**config.mk**
```make
export PLATFORM = sky130hd
export DESIGN_NAME = hazard_ctrl
export DESIGN_NICKNAME = d
export VERILOG_FILES = /design/src/rtl/cpu_pkg.sv /design/src/rtl/sat_counter.sv /design/src/rtl/hazard_ctrl.sv
export SDC_FILE = /design/constraint.sdc
export NUM_CORES = 1
export LEC_CHECK = 0
export BUFFER_PORTS_ARGS = -buffer_cell sky130_fd_sc_hd__buf_2
export CAP_MARGIN = 10
export CORE_MARGIN = 1.5
export CORE_UTILIZATION = 47
export CTS_CLUSTER_DIAMETER = 150
export DETAILED_ROUTE_END_ITERATION = 16
export GPL_TIMING_DRIVEN = 1
export PLACE_DENSITY = 0.78
export SYNTH_ARGS = -nofsm -noshare
export SYNTH_HDL_FRONTEND = slang
export SYNTH_SLANG_ARGS = --single-unit
```
**constraint.sdc**
```tcl
create_clock -name clk -period 2.8 [get_ports clk]
set_input_delay 0.42 -clock clk [delete_from_list [all_inputs] [get_ports clk]]
set_output_delay 0.42 -clock clk [all_outputs]
set_load 0.005 [all_outputs]
```
**src/rtl/cpu_pkg.sv**
```systemverilog
// Shared definitions for the five-stage MIPS core: sequencing-FSM state
// encodings and the opcodes that the ID stage decodes.
package cpu_pkg;

  localparam logic [1:0] RUN  = 2'd0;
  localparam logic [1:0] WAIT = 2'd1;
  localparam logic [1:0] DONE = 2'd2;

  localparam logic [5:0] LW   = 6'b100011;
  localparam logic [5:0] LB   = 6'b100000;
  localparam logic [5:0] SW   = 6'b101011;
  localparam logic [5:0] SB   = 6'b101000;
  localparam logic [5:0] BEQ  = 6'b000100;
  localparam logic [5:0] BNE  = 6'b000101;
  localparam logic [5:0] BGTZ = 6'b000111;
  localparam logic [5:0] J    = 6'b000010;
  localparam logic [5:0] JAL  = 6'b000011;

  function automatic logic is_load(input logic [5:0] op);
    return (op == LW) || (op == LB);
  endfunction

  function automatic logic is_mem(input logic [5:0] op);
    return is_load(op) || (op == SW) || (op == SB);
  endfunction

endpackage

```
**src/rtl/sat_counter.sv**
```systemverilog
// Up-counter that sticks at all-ones; used for the stall performance count.
module sat_counter #(
  parameter int W = 16
) (
  input  logic         clk,
  input  logic         rst_n,
  input  logic         inc,
  output logic [W-1:0] q
);

  always_ff @(posedge clk or negedge rst_n) begin
    if (!rst_n)
      q <= '0;
    else if (inc && (q != '1))
      q <= q + W'(1);
  end

endmodule

```
**src/rtl/hazard_ctrl.sv**
```systemverilog
// Pipeline hold/kill controller: memory-port wait stalls, load-use bubbles
// and taken-branch flushes, in that priority order.
//
//   state | meaning
//   RUN   | normal flow; a memory request here starts the wait
//   WAIT  | memory port busy, cnt cycles of stall remaining
//   DONE  | access served this cycle, pipeline advances
module hazard_ctrl
  import cpu_pkg::*;
#(
  parameter int MEM_WAIT = 2,
  parameter int CNT_W    = 16
) (
  input  logic             clk,
  input  logic             rst_n,
  input  logic [4:0]       id_rs,
  input  logic [4:0]       id_rt,
  input  logic             id_uses_rs,
  input  logic             id_uses_rt,
  input  logic             ex_mem_read,
  input  logic [4:0]       ex_write_reg,
  input  logic             mem_req,
  input  logic             branch_taken,
  output logic             stall_if,
  output logic             stall_id,
  output logic             stall_ex,
  output logic             bubble_ex,
  output logic             flush_id,
  output logic [1:0]       state_o,
  output logic [CNT_W-1:0] stall_cycles
);

  localparam int CW = (MEM_WAIT < 2) ? 1 : $clog2(MEM_WAIT + 1);
  localparam logic [CW-1:0] CNT_INIT = (MEM_WAIT >= 2) ? CW'(MEM_WAIT - 1) : '0;
  localparam bit MEM_EN   = (MEM_WAIT >= 1);
  localparam bit MEM_LONG = (MEM_WAIT >= 2);

  logic [1:0]    state, state_nx;
  logic [CW-1:0] cnt, cnt_nx;
  logic          mstall, lu;

  always_comb begin
    state_nx = state;
    cnt_nx   = cnt;
    case (state)
      RUN: begin
        if (mem_req && MEM_LONG) begin
          state_nx = WAIT;
          cnt_nx   = CNT_INIT;
        end else if (mem_req && MEM_EN) begin
          state_nx = DONE;
        end
      end
      WAIT: begin
        cnt_nx = cnt - CW'(1);
        if (cnt == CW'(1))
          state_nx = DONE;
      end
      DONE:    state_nx = RUN;
      default: state_nx = RUN;
    endcase
  end

  always_ff @(posedge clk or negedge rst_n) begin
    if (!rst_n) begin
      state <= RUN;
      cnt   <= '0;
    end else begin
      state <= state_nx;
      cnt   <= cnt_nx;
    end
  end

  assign mstall = ((state == RUN) && mem_req && MEM_EN) || (state == WAIT);

  assign lu = ex_mem_read && (ex_write_reg != 5'd0) &&
              ((id_uses_rs && (id_rs == ex_write_reg)) ||
               (id_uses_rt && (id_rt == ex_write_reg)));

  // Strobes are qualified by rst_n so they drop with reset, not a clock later.
  assign stall_if  = rst_n && (mstall || lu);
  assign stall_id  = rst_n && (mstall || lu);
  assign stall_ex  = rst_n && mstall;
  assign bubble_ex = rst_n && !mstall && lu;
  assign flush_id  = rst_n && branch_taken && !mstall && !lu;
  assign state_o   = state;

  sat_counter #(.W(CNT_W)) u_stall_cnt (
    .clk   (clk),
    .rst_n (rst_n),
    .inc   (stall_if),
    .q     (stall_cycles)
  );

endmodule

```
==> flow_summary.yaml, run 1 <==
routing:
  routedWlPerCell_um: 12.3
  num_vias: 977
  ant_nets: 0
  via_per_inst: 5.14
  drtIter0Drc: 7
  wl_um: 2340
  drc: 0
  firstDrtPassIters: 4
critical_path:
  critical_path.max_fanout: 11
  r2r_start: "u_stall_cnt.q[0]"
  timing.rr.end: "u_stall_cnt.q[1]"
  end_kind: "flip-flop"
  path_cells: "ha_1 > nand3_1 > or4_4 > o221a_1 > nand2_1 > mux2_1"
  worst-setup-path-type: "flip-flop to flip-flop"
  cp.arrival_ns: 2.37
  slowest_delay_ns: 0.45
  cp_slowest_cell: "or4_4"
  required_ns: 2.99
  cp-start-kind: "flip-flop"
  regToRegSetupSlack_ns: 0.62
  r2r_cells: 6
clock_tree:
  cts_tree: "done"
  clk_latency_ns: 0.30
  clock_sinks: 20
  cts.repair.resized: 0
  cts_hold_buf: 0
  cts_buffers: 3
  cts_buffer_depth: 2
  htree_num_levels: 1
  root_buffer: "clkbuf_4"
  postCtsSetupBuffers: 0
  cts.clk_slew.worst_paths_ns: 0.10
global_route:
  grt_pass1_wl_um: 3900
  grt_usage_pct: 20.0
  antenna_found_initial: 0
  grt_pass1_vias: 908
  grt_overflow: 0
  grt_max_degree: 19
sta:
  fmax_mhz: 458
  skew_ns: 0.00125
  setup_tns_ns: 0
  timing.final.ws_setup_ns: 0.618
  setup_violations: 0
  fin_crit_sh_pct: 77.9
  slew_violations: 0
  rsz0062_at_grt: "false"
  worst_pin_slew_ns: 0.381
  min_period_ns: 2.18
  relSlewSlack_pct: 74.6
  hold_viol: 0
placed_design:
  gp_congestion: 0.786
  dp.cells: 187
  dpl-instance-area_mm2: 0.00137
  io_buffers: 44
  dpl.hpwl_um: 1890
  pre_cts_slack_ns: 0.470
logic_synthesis:
  syn_inst: 115
  yosys-top-cells-count: "dfrtp_1 (20), nand2_1 (14), xnor2_1 (13), xor2_1 (11), nor2_1 (8)"
  yosysTopAreaCellShare_pct: 44.7
  synth_area_leaders: "dfrtp_1 (45%), xnor2_1 (10%), xor2_1 (8.6%)"
  ys.flop_type: "dfrtp_1"
  async_flop_share_pct: 100
  yosys.area.top_type: "dfrtp_1"
  synth_area_mm2: 0.00112
  synth_seq_cells: 20
  synth_nets: 139
  yosysSeqAreaShare_pct: 44.7
  synth.most_common_cell: "dfrtp_1"
  synth_edf_count: 0
  yosysWarnings: 0
  syn_avg_cell_area_um2: 9.73
  synth_cell_type_count: 33
finish:
  fin_nets: 188
  instances_no_fill: 190
  fillers: 192
  finish.instance_area_mm2: 0.00139
  n_antenna_cell: 0
  layout-drive-gt1-share_pct: 32.7
  area_growth_pct: 24.5
floorplanning:
  num_io_pins: 45
  core-area_mm2: 0.00223
  die_area_mm2: 0.00268
  die_width_um: 51.8
  rows: 17
  start_util_pct: 50.1
  die_y_um: 51.8
pwr:
  power.leakage_nw: 0.710
  peakVddDrop_mv: 0.487
  pwr_density_cell_mw_per_mm2: 680
  p_total_mw: 0.947
run:
  max_cap_viol_count: 0
worst_hold_path:
  hold_path.class: "input pin to async pin"
run_status:
  status: "finished clean"
-- area by class of cell --
type                    instances  area, um2  area share, %
repair buffers                 46        235           16.9
clock buffers                   3       22.5           1.62
flip-flops and latches         20        500           35.9
well taps                      28       35.0           2.52
multi-input cells              87        577           41.4
inverters                       6       22.5           1.62
-- routing by layer --
| layer | wire length [um] | GRT usage [%] |
|---|---|---|
| met5 | 0 | 0 |
| met3 | 109 | 6.03 |
| met1 | 1030 | 24.3 |
| met2 | 1160 | 33.1 |
| met4 | 35 | 7.46 |
-- critical path: cells and delay by family, from the launching register on --
family | cells | cell delay, ns
DFF | 1 | 0.42
adders and majority gates | 1 | 0.23
and+or+nand+nor | 3 | 0.83
AOI/OAI and AO/OA | 1 | 0.24
muxes | 1 | 0.36
-- metrics by stage --
step	util (%)	hold slack, ns
finish	62.4	0.0209
global route	62.4	0.0314
CTS	62.4	0.0221
detailed placement	61.3	0.358
global placement	61.3	0.344
floorplan	-	0.124
-- where the power goes --
part	total, mW	leakage, nW	switching (mW)	internal (mW)
registers	0.450	0.256	0.0841	0.366
logic	0.364	0.440	0.186	0.178
clock network	0.133	0.0138	0.0824	0.0502
total	0.947	0.710	0.352	0.594
-- registers in the layout, summed over array words and instances, names as in the netlist --
register / cells
cnt: 2
state_o: 2
u_stall_cnt.q: 16
-- cells in the final DEF (no fill, tap or decap), drive strengths merged, types with 2 or more instances in the layout --
cell type and count:
or4 2, inv 6, nand3 6, dfrtp 20, clkbuf 3, nor2 8
nand2 14, or2 2, o21ai 3, xnor2 13, nor3 5, nor4 4
ha 2, nand4 2, xor2 11, buf 46
-- worst max-delay path by stage --
stage | start | end | slack (ns)
final | u_stall_cnt.q[0] | u_stall_cnt.q[1] | 0.62
after global routing | u_stall_cnt.q[0] | u_stall_cnt.q[1] | 0.49
after CTS | u_stall_cnt.q[0] | u_stall_cnt.q[1] | 0.60
after detailed placement | ex_write_reg[1] | u_stall_cnt.q[1] | 0.47
after global placement | ex_write_reg[1] | u_stall_cnt.q[1] | 0.53
after floorplan | ex_write_reg[1] | stall_if | 0.64
-- cells by family after synthesis --
kind of cell | synth area share, %
xor gates and xnor gates | 18.8
and+or+nand+nor | 22.1
AOI/OAI and AO/OA | 7.38
DFF | 44.7
muxes | 1.01
adders and majority gates | 2.24
buffers and inverters | 3.69
(Power assumes the default switching activity.)
==> run 2: changes to the inputs <==
Clock period 2.8 ns to 2.1 ns, I/O delays scaled along.
==> flow_summary.yaml, run 2 (synthesis gave the netlist of run 1 again) <==
sta:
  skew_ns: 0.00319
  fmax_mhz: 507
  rsz0062_at_grt: "false"
  min_period_ns: 1.97
  setup_tns_ns: 0
  fin_crit_sh_pct: 94.0
  setup_violations: 0
  hold_viol: 0
  relSlewSlack_pct: 76.3
  hold_ws_ns: 0.386
  worst_pin_slew_ns: 0.352
  slew_violations: 0
critical_path:
  cp_slowest_cell: "or4_4"
  worst-setup-path-type: "flip-flop to flip-flop"
  cp_top_family: "simple AND/OR/NAND/NOR gates"
  cp.arrival_ns: 2.15
  required_ns: 2.28
  path_cells: "nand3_2 > or4_4 > o221a_1 > nand2_2 > buf_12 > nor4_1 > xor2_1"
  slowest_delay_ns: 0.59
  cp_num_buf_inv: 1
  cp-start-kind: "flip-flop"
  end_kind: "flip-flop"
  critical_path.max_fanout: 10
clock_tree:
  cts_buffer_depth: 2
  clock_sinks: 20
  root_buffer: "clkbuf_4"
  postCtsSetupBuffers: 0
  htree_num_levels: 1
  cts_buffers: 3
  cts.clk_slew.worst_paths_ns: 0.11
  clk_latency_ns: 0.30
  cts_tree: "done"
routing:
  num_vias: 1019
  ant_nets: 0
  wl_um: 2560
  firstDrtPassIters: 4
  drtIter0Drc: 15
  via_per_inst: 5.20
  drc: 0
  routedWlPerCell_um: 13.1
finish:
  layout-drive-gt1-share_pct: 35.1
  final_cell_mix: "buf_2 (44), dfrtp_1 (20), xnor2_1 (13), nand2_1 (13), xor2_1 (11)"
  n_antenna_cell: 0
  fin_nets: 193
  fillers: 190
  layout_commonest_cell: "buf_2"
  finish.instance_area_mm2: 0.00146
  regMostFlops: "u_stall_cnt.q"
  area_growth_pct: 30.6
  largest_reg_flops: 16
floorplanning:
  core-area_mm2: 0.00223
  die_area_mm2: 0.00268
  num_io_pins: 45
  die_width_um: 51.8
  start_util_pct: 50.1
  die_y_um: 51.8
  rows: 17
run:
  max_cap_viol_count: 0
global_route:
  grt_usage_pct: 22.1
  grt_overflow: 0
  grt_max_degree: 17
  antenna_found_initial: 0
  grt_pass1_wl_um: 4430
  grt_pass1_vias: 1054
placed_design:
  io_buffers: 44
  dpl-instance-area_mm2: 0.00141
  gp_congestion: 0.785
  dpl.hpwl_um: 2090
pwr:
  pwr_density_cell_mw_per_mm2: 940
  power.leakage_nw: 0.746
  p_total_mw: 1.37
  peakVddDrop_mv: 0.701
run_status:
  status: "finished clean"
worst_hold_path:
  hold_path.class: "input pin to async pin"
-- run 2: through the flow --
step	instances	setup WS (ns)	utilization [%]
global route	196	0.0234	65.4
detailed placement	191	0.0277	63.2
floorplan	115	0.106	-
CTS	196	0.0994	65.3
finish	196	0.126	65.4
global placement	191	0.0916	63.2
-- run 2: layout make-up --
type	count	area, um2	share of cell area (%)
multi-input cells	87	579	39.6
inverters	6	22.5	1.54
flip-flops and latches	20	500	34.2
repair buffers	51	288	19.7
well taps	28	35.0	2.40
clock buffers	4	36.3	2.48
-- run 2: where the power goes --
group	switching, mW	internal, mW
Clock	0.114	0.106
Combinational	0.272	0.280
Sequential	0.114	0.487
Total	0.501	0.874
-- run 2: what timing repair did --
action,4_1_cts,5_1_grt
hold endpoints to repair,4,0
endpoints found under the setup margin,0,2
hold buffers,1,0
resized for setup,0,1
-- run 2: worst paths after layout --
kind | startpoint | endpoint | slack [ns] | depth (start not counted)
hold / removal | rst_n | cnt[0] | 0.39 | 2
setup / recovery | u_stall_cnt.q[7] | u_stall_cnt.q[7] | 0.13 | 7
hold reg to reg | u_stall_cnt.q[10] | u_stall_cnt.q[10] | 0.50 | 1
setup reg to reg | u_stall_cnt.q[7] | u_stall_cnt.q[7] | 0.13 | 7
min in group clk | mem_req | cnt[1] | 0.43 | 4
max in group asynchronous | rst_n | u_stall_cnt.q[0] | 1.26 | 3
-- run 2: per-layer routing --
layer	vias to the layer above	GRT usage (%)	wire length [um]
met1	475	25.9	1090
met5	-	0	0
li1	508	-	-
met3	4	6.61	136
met4	0	7.46	30
met2	32	38.2	1300
